$ cat config.mk
export PLATFORM = sky130hd
export DESIGN_NAME = tex_loader_flat
export DESIGN_NICKNAME = d
export VERILOG_FILES = /design/src/rtl/tex_loader_if.sv /design/src/rtl/tex_loader.sv /design/src/flat_wrapper.sv
export SDC_FILE = /design/constraint.sdc
export NUM_CORES = 1
export LEC_CHECK = 0
export BUFFER_PORTS_ARGS = -buffer_cell sky130_fd_sc_hd__buf_4
export CAP_MARGIN = 20
export CORE_MARGIN = 2
export CORE_UTILIZATION = 49
export DETAILED_ROUTE_END_ITERATION = 6
export GPL_ROUTABILITY_DRIVEN = 0
export PLACE_DENSITY = 0.89
export SETUP_SLACK_MARGIN = 0.15
export SLEW_MARGIN = 20
export SYNTH_ARGS = -nofsm -noshare
export SYNTH_HDL_FRONTEND = slang
export SYNTH_SLANG_ARGS = --single-unit
$ cat constraint.sdc
create_clock -name clk -period 2.6 [get_ports clk]
set_clock_uncertainty 0.2 [all_clocks]
set_input_delay 0.39 -clock clk [delete_from_list [all_inputs] [get_ports clk]]
set_output_delay 0.39 -clock clk [all_outputs]
set_load 0.005 [all_outputs]
$ cat src/rtl/tex_loader_if.sv
// Byte-stream input and dmem write port shared between the text loader and its environment.
// master = loader side, slave = byte source / memory arbiter side.
interface tex_loader_if;
    logic        in_valid;
    logic [7:0]  in_data;
    logic        in_ready;
    logic        mem_grant;
    logic        mem_we;
    logic [31:0] mem_addr;
    logic [31:0] mem_wdata;

    modport master (
        input  in_valid, in_data, mem_grant,
        output in_ready, mem_we, mem_addr, mem_wdata
    );

    modport slave (
        output in_valid, in_data, mem_grant,
        input  in_ready, mem_we, mem_addr, mem_wdata
    );
endinterface

$ cat src/rtl/tex_loader.sv
// Packs a byte stream little-endian into 32-bit words written sequentially into the text region of dmem.
// Write strobe one cycle after the 4th byte; stalls without accepting bytes while mem_grant is low.
module tex_loader #(
    parameter logic [31:0] BASE_ADDR = 32'h0000_0000,
    parameter int unsigned NWORDS    = 2400
) (
    input  logic             clk,
    input  logic             reset,
    input  logic             start,
    tex_loader_if.master     bus,
    output logic             busy,
    output logic             done,
    output logic [11:0]      word_count
);

    typedef enum logic [1:0] {
        S_IDLE  = 2'd0,
        S_FILL  = 2'd1,
        S_WRITE = 2'd2,
        S_DONE  = 2'd3
    } state_t;

    state_t      state_q, state_d;
    logic [1:0]  lane_q, lane_d;
    logic [31:0] pack_q, pack_d;
    logic [11:0] word_count_q, word_count_d;

    always_ff @(posedge clk) begin
        if (reset) begin
            state_q      <= S_IDLE;
            lane_q       <= 2'd0;
            pack_q       <= 32'd0;
            word_count_q <= 12'd0;
        end else begin
            state_q      <= state_d;
            lane_q       <= lane_d;
            pack_q       <= pack_d;
            word_count_q <= word_count_d;
        end
    end

    always_comb begin
        state_d       = state_q;
        lane_d        = lane_q;
        pack_d        = pack_q;
        word_count_d  = word_count_q;
        bus.in_ready  = 1'b0;
        bus.mem_we    = 1'b0;
        bus.mem_addr  = 32'd0;
        bus.mem_wdata = 32'd0;
        busy          = 1'b0;
        done          = 1'b0;

        case (state_q)
            S_IDLE, S_DONE: begin
                done = (state_q == S_DONE);
                if (start) begin
                    state_d      = S_FILL;
                    lane_d       = 2'd0;
                    pack_d       = 32'd0;
                    word_count_d = 12'd0;
                end
            end
            S_FILL: begin
                busy         = 1'b1;
                bus.in_ready = 1'b1;
                if (bus.in_valid) begin
                    case (lane_q)
                        2'd0:    pack_d[7:0]   = bus.in_data;
                        2'd1:    pack_d[15:8]  = bus.in_data;
                        2'd2:    pack_d[23:16] = bus.in_data;
                        default: pack_d[31:24] = bus.in_data;
                    endcase
                    lane_d = lane_q + 2'd1;
                    if (lane_q == 2'd3) begin
                        state_d = S_WRITE;
                    end
                end
            end
            default: begin
                // S_WRITE: address and data held stable for the whole grant stall
                busy          = 1'b1;
                bus.mem_we    = bus.mem_grant;
                bus.mem_addr  = BASE_ADDR + {18'd0, word_count_q, 2'b00};
                bus.mem_wdata = pack_q;
                if (bus.mem_grant) begin
                    word_count_d = word_count_q + 12'd1;
                    lane_d       = 2'd0;
                    state_d      = (word_count_q == 12'(NWORDS - 1)) ? S_DONE : S_FILL;
                end
            end
        endcase
    end

    assign word_count = word_count_q;

endmodule

$ cat src/flat_wrapper.sv
// flat-port wrapper written by rule: the top's interface ports become plain ports
module tex_loader_flat 
#(
    parameter logic [31:0] BASE_ADDR = 32'h0000_0000,
    parameter int unsigned NWORDS    = 2400
)
  (clk, reset, start, busy, done, word_count, bus_in_valid, bus_in_data, bus_mem_grant, bus_in_ready, bus_mem_we, bus_mem_addr, bus_mem_wdata);
  tex_loader_if bus_i ();
  input  logic clk;
  input  logic reset;
  input  logic start;
  output logic busy;
  output logic done;
  output logic [11:0] word_count;
  input wire logic [$bits(bus_i.in_valid)-1:0] bus_in_valid;
  input wire logic [$bits(bus_i.in_data)-1:0] bus_in_data;
  input wire logic [$bits(bus_i.mem_grant)-1:0] bus_mem_grant;
  output wire logic [$bits(bus_i.in_ready)-1:0] bus_in_ready;
  output wire logic [$bits(bus_i.mem_we)-1:0] bus_mem_we;
  output wire logic [$bits(bus_i.mem_addr)-1:0] bus_mem_addr;
  output wire logic [$bits(bus_i.mem_wdata)-1:0] bus_mem_wdata;
  assign bus_i.in_valid = bus_in_valid;
  assign bus_i.in_data = bus_in_data;
  assign bus_i.mem_grant = bus_mem_grant;
  assign bus_in_ready = bus_i.in_ready;
  assign bus_mem_we = bus_i.mem_we;
  assign bus_mem_addr = bus_i.mem_addr;
  assign bus_mem_wdata = bus_i.mem_wdata;
  tex_loader #(.BASE_ADDR(BASE_ADDR), .NWORDS(NWORDS)) u_core (.clk(clk), .reset(reset), .start(start), .bus(bus_i), .busy(busy), .done(done), .word_count(word_count));
endmodule
* Word level (Yosys, flattened, before mapping)
Index checks and enable logic that the tools add are counted.
** Storage, ports and cells
- Flip-flop bits (word level) :: 48
- Input bits :: 13
** Operators by class
- $add $sub $neg :: 2
- Eq/ne operators :: 13
- Mux-type cells :: 26
- Bitwise gates (word level) :: 1
- Reduce and logical (&&, ||, !) cells :: 15
** Operators with widths (number)
- $mux 32 :: 3
- $pmux 32 s2 :: 1
- $mux 8 :: 4
- $mux 12 :: 2
- $pmux 12 s2 :: 1
- $reduce_and 4->1 :: 5
- $mux 2 :: 8
- $mux 14 :: 1
- $add 12x1->12 const B :: 1
- $eq 12x12->1 const B :: 1
- $ne 2x2->1 const B :: 6
- $pmux 2 s2 :: 2
- $eq 2x2->1 const B :: 3
- $reduce_and 3->1 :: 2
- $reduce_or 3->1 :: 2
- $eq 2x1->1 const B :: 2
- $logic_not 2->1 :: 2
- $mux 1 :: 4
- $reduce_bool 2->1 :: 2
- $reduce_bool 3->1 :: 1
- $add 2x1->2 const B :: 1
- $ne 2x1->1 const B :: 1
- $reduce_or 2->1 :: 1
- $not 1->1 :: 1

* Longest topological paths before layout
- Depth after elaboration :: 5
- Depth in mapped cells :: 8
- Gate-level depth less buffers :: 6

* Worst setup path before layout
OpenSTA, ideal clock, no wires.
- Path type :: register to register
- Start :: register u_core.state_q[0]
- End :: register u_core.word_count_q[11] (netlist: u_core.word_count[11])
- Arrival :: 1.688 ns
- Required time :: 2.277 ns
- Setup slack :: 0.589 ns
- Stages on the path, launching flop included :: 7
- Clock period less this slack :: 2.011 ns
- Cells stage by stage :: dfxtp_1 > inv_1 > ha_1 > mux2i_4 > nor2_1 > nand3_1 > mux2_1
** On the way
- Longest elaborated chain between the ends :: 4
** Ends and longest elaborated chain
- from (decl) :: RTL line tex_loader.sv:23 : state_t state_q, state_d;
- from (signal assigned) :: RTL line tex_loader.sv:35 : state_q <= state_d;
- $eq 2x2->1 / $logic_not 2->1 (equally long branches) :: RTL line tex_loader.sv:54 : case (state_q)
- $reduce_or 2->1
- $ne 2x2->1 (no source line) / $reduce_bool 2->1 (equally long branches)
- $reduce_and 3->1 (no source line)
- to (signal assigned) :: RTL line tex_loader.sv:38 : word_count_q <= word_count_d;
- to (decl) :: RTL line tex_loader.sv:26 : logic [11:0] word_count_q, word_count_d;
Parallel ways exist; a longest one is shown, timed or not.
A chain may end at the register's enable or synchronous reset.

* Worst setup path after layout
- Start :: register u_core.state_q[0]
- End :: output port bus_mem_wdata[15]
** On the way
- Longest elaborated chain between the ends :: 3
** Ends and longest elaborated chain
- $eq 2x1->1 (tied with other cells) :: RTL line tex_loader.sv:54
- $reduce_or 3->1 (no source line) (*)
- $mux 32 (*) :: RTL line tex_loader.sv:54
- to (decl) :: RTL line flat_wrapper.sv:21 : output wire logic [$bits(bus_i.mem_wdata)-1:0] bus_mem_wdata;
Mark *: on every way between the ends. The rest lies on a longest branch, timed or not.

==> summary.md <==
| Metric | Value |
|---|---|
| Status | completed |
| Synth Warn # | 0 |
| Core area | 5010 µm² |
| Ant diodes | 0 |
| WL final | 5840 µm |
| Min Tclk post-route | 2.30 ns |
| # Max-Cap Violations | 0 |
| Largest net degree at the start of global routing | 33 |
| Later-pin clock latency in the skew report | 0.30 ns |
| Met3 Use GR | 4.10% |
| Layout area overhead | 25.4% |
| XOR/XNOR share of the synthesized area | 2.79% |
| Slack of the critical path | 0.303 ns |
| M2 GR Usage | 36.1% |
| Area leader, netlist | dfxtp_1 |
| Tcrit/Tclk final | 88.3% |
| Crit-path max FO | 26 |
| Nets | 363 |
| Total grt overflow | 0 |
| Seq/Total Area, Yosys | 38.3% |
| Worst path bufs/invs | 3 |
| Postcts setup bufs | 0 |
| Place WS | 0.357 ns |
| Cell family with most CP delay | buffers and inverters |
| Avg Vias per Cell | 5.30 |
| Final Max Tran Viols | 0 |
| Share of cells above drive strength 1 | 28.1% |
| # setup viols final | 0 |
| Footprint of the flip-flops and latches | 961 µm² |
| Flop2flop setup slack | 0.35 ns |
| Worst Path Required | 2.01 ns |
| Hold/Removal Path Class | in2reg |
| Vias | 2183 |
| Footprint of the multi-input gates | 1380 µm² |
| Main combinational cell family by area after synthesis | simple AND/OR/NAND/NOR gates |
| Top cell type's share of synthesized area | 38.3% |
| Die Ht | 75.6 µm |
| Slew HR | 59.0% |
| Synth Flop Type | dfxtp_1 |
| Crit path DAT | 1.71 ns |
| WS Path Type | reg2out |
| Synth Register Bits | 48 |
| CP most frequent cell | buf_4 |
| CP Launch Type | flop |
| Post-synth EDFFs | 0 |
| Avg WL per Cell | 14.2 µm |
| Rows | 26 |
| CP max stage delay | 0.37 ns |
| Met1 Usage GRT | 25.9% |
| Fmax | 435 MHz |
| Fillers | 427 |
| Asr flop ratio synth | 0% |
| Initial DRC Count | 100 |
| CTS resizes | 1 |
| Yosys cell types | 34 |
| Mapped cell area | 2510 µm² |
| DRC | 0 |
| Busiest grt layer | met2 |
| Root Buffer | clkbuf_8 |
| # clock sinks | 48 |
| Worst-path clk slew | 0.09 ns |
| Area after DPL | 3030 µm² |
| Syn Area/Cell | 9.13 µm² |
| TritonCTS Buffers | 5 |
| Fin. Hold Viols | 0 |
| Remaining antenna violation count after routing | 0 |
| Synth Area in Compound Gates | 18.5% |
| Adder-cell share of the synthesized area | 4.48% |
| Ports | 93 |
| CTS Buffer Depth | 2 |
| Cell breakdown of the critical path | inv_1, ha_2, buf_4, and2_1, buf_4 |
| Setup TNS | 0 ns |
| GRT Resource Usage Total | 20.5% |
| Dpl hpwl | 4170 µm |
| Static Leak | 1.32 nW |
| Total die area | 5710 µm² |
| Initial antenna violation count | 0 |
| Post-CTS Hold Buffers | 0 |
| Initial Utilization | 50.1% |
| Global-route wire length before repair | 8980 µm |
| Tightest Pin Transition | 0.616 ns |
| Width of the die | 75.6 µm |
| Vias in the first global route | 1904 |
| Top cells by area, synth | dfxtp_1, a32o_1, and2_1 |
| # H-tree levels | 2 |
| Post-synthesis mux area share | 1.35% |
| Design area | 3150 µm² |
| Most common cell in the netlist | dfxtp_1 |
| Worst vdd ir | 0.361 mV |
| Area share of and/or/nand/nor cells after synthesis | 24.7% |
| Synth cell count leaders | dfxtp_1, and2_1, a32o_1 |
| Slowest CP cell | ha_2 |
| Post-synthesis cell count | 275 |
| Power Dens Cells | 683 nW/µm² |
| Critical path endpoint category | output pin |
| Unrepaired setup endpoints after global routing | no |
| Pre-Repair DR Iteration Count | 4 |
| CTS tree | built |
| IO buf count | 72 |
## kinds of logic (layout without fill, tap and decap cells)
kind of cell,count (synthesis),count (layout)
buf+inv,45,93
xor+xnor,8,8
simple gates,109,109
mux,2,2
compound gates,53,53
flops,48,48
fa+ha+maj,9,9
other cells,1,20
## area by class of cell
type	instances	share of cell area [%]
clock buffer	5	2.19
clock inverter	3	1.51
inverter	9	1.07
multi-input combinational	201	43.8
sequential	48	30.5
tap	70	2.78
timing repair buffer	76	18.1
## layer usage
layer  vias to the layer above  wire, µm
met3                         7       364
met2                        82      3000
li1                       1055         -
met1                      1039      2420
met4                         0        52
met5                         -         0
## placed cells by master (no fill, tap or decap), drive strengths merged
cell type / instances
buf: 76
dfxtp: 48
and2: 45
a32o: 32
nor2: 22
conb: 20
nand2: 14
inv: 9
ha: 9
xnor2: 8
a21oi: 8
nor3: 5
a211oi: 5
nand4: 5
clkbuf: 5
nor2b: 4
o21ai: 4
nand3: 3
nand2b: 2
nand3b: 2
nor3b: 2
o31ai: 2
nor4: 2
nor4b: 2
clkinv: 2
o21bai: 1
mux2i: 1
and3: 1
mux2: 1
a31o: 1
bufinv: 1
## path summary, 6_finish.rpt
path	from	endpoint	cells after the start
hold / removal	bus_in_data[4]	u_core.pack_q[12]$_SDFFE_PP0P_	2
setup reg to reg	u_core.state_q[0]$_SDFFE_PP0P_	u_core.pack_q[15]$_SDFFE_PP0P_	6
setup / recovery	u_core.state_q[0]$_SDFFE_PP0P_	bus_mem_wdata[15]	5
hold reg to reg	u_core.pack_q[12]$_SDFFE_PP0P_	u_core.pack_q[12]$_SDFFE_PP0P_	1
## power by group
group          leakage [nW]  internal, mW  switching [mW]
combinational         0.878         0.271           0.520
clock                0.0583         0.290           0.257
sequential            0.387         0.774          0.0398
## metrics by stage
stage               hold slack [ns]  utilization [%]  instances  power, mW
CTS                           0.160             62.9        412       2.15
finish                        0.166             62.9        412       2.15
floorplan                     0.234                -        294       1.39
global placement              0.243             60.5        404       1.57
detailed placement            0.248             60.5        404       1.60
global route                  0.152             62.9        412       2.28
## state kept, by name, summed over array words and instances, names as in the netlist
signal	cells
u_core.pack_q	32
u_core.word_count	12
u_core.state_q	2
u_core.lane_q	2
Power figures use the tool's default switching activity.
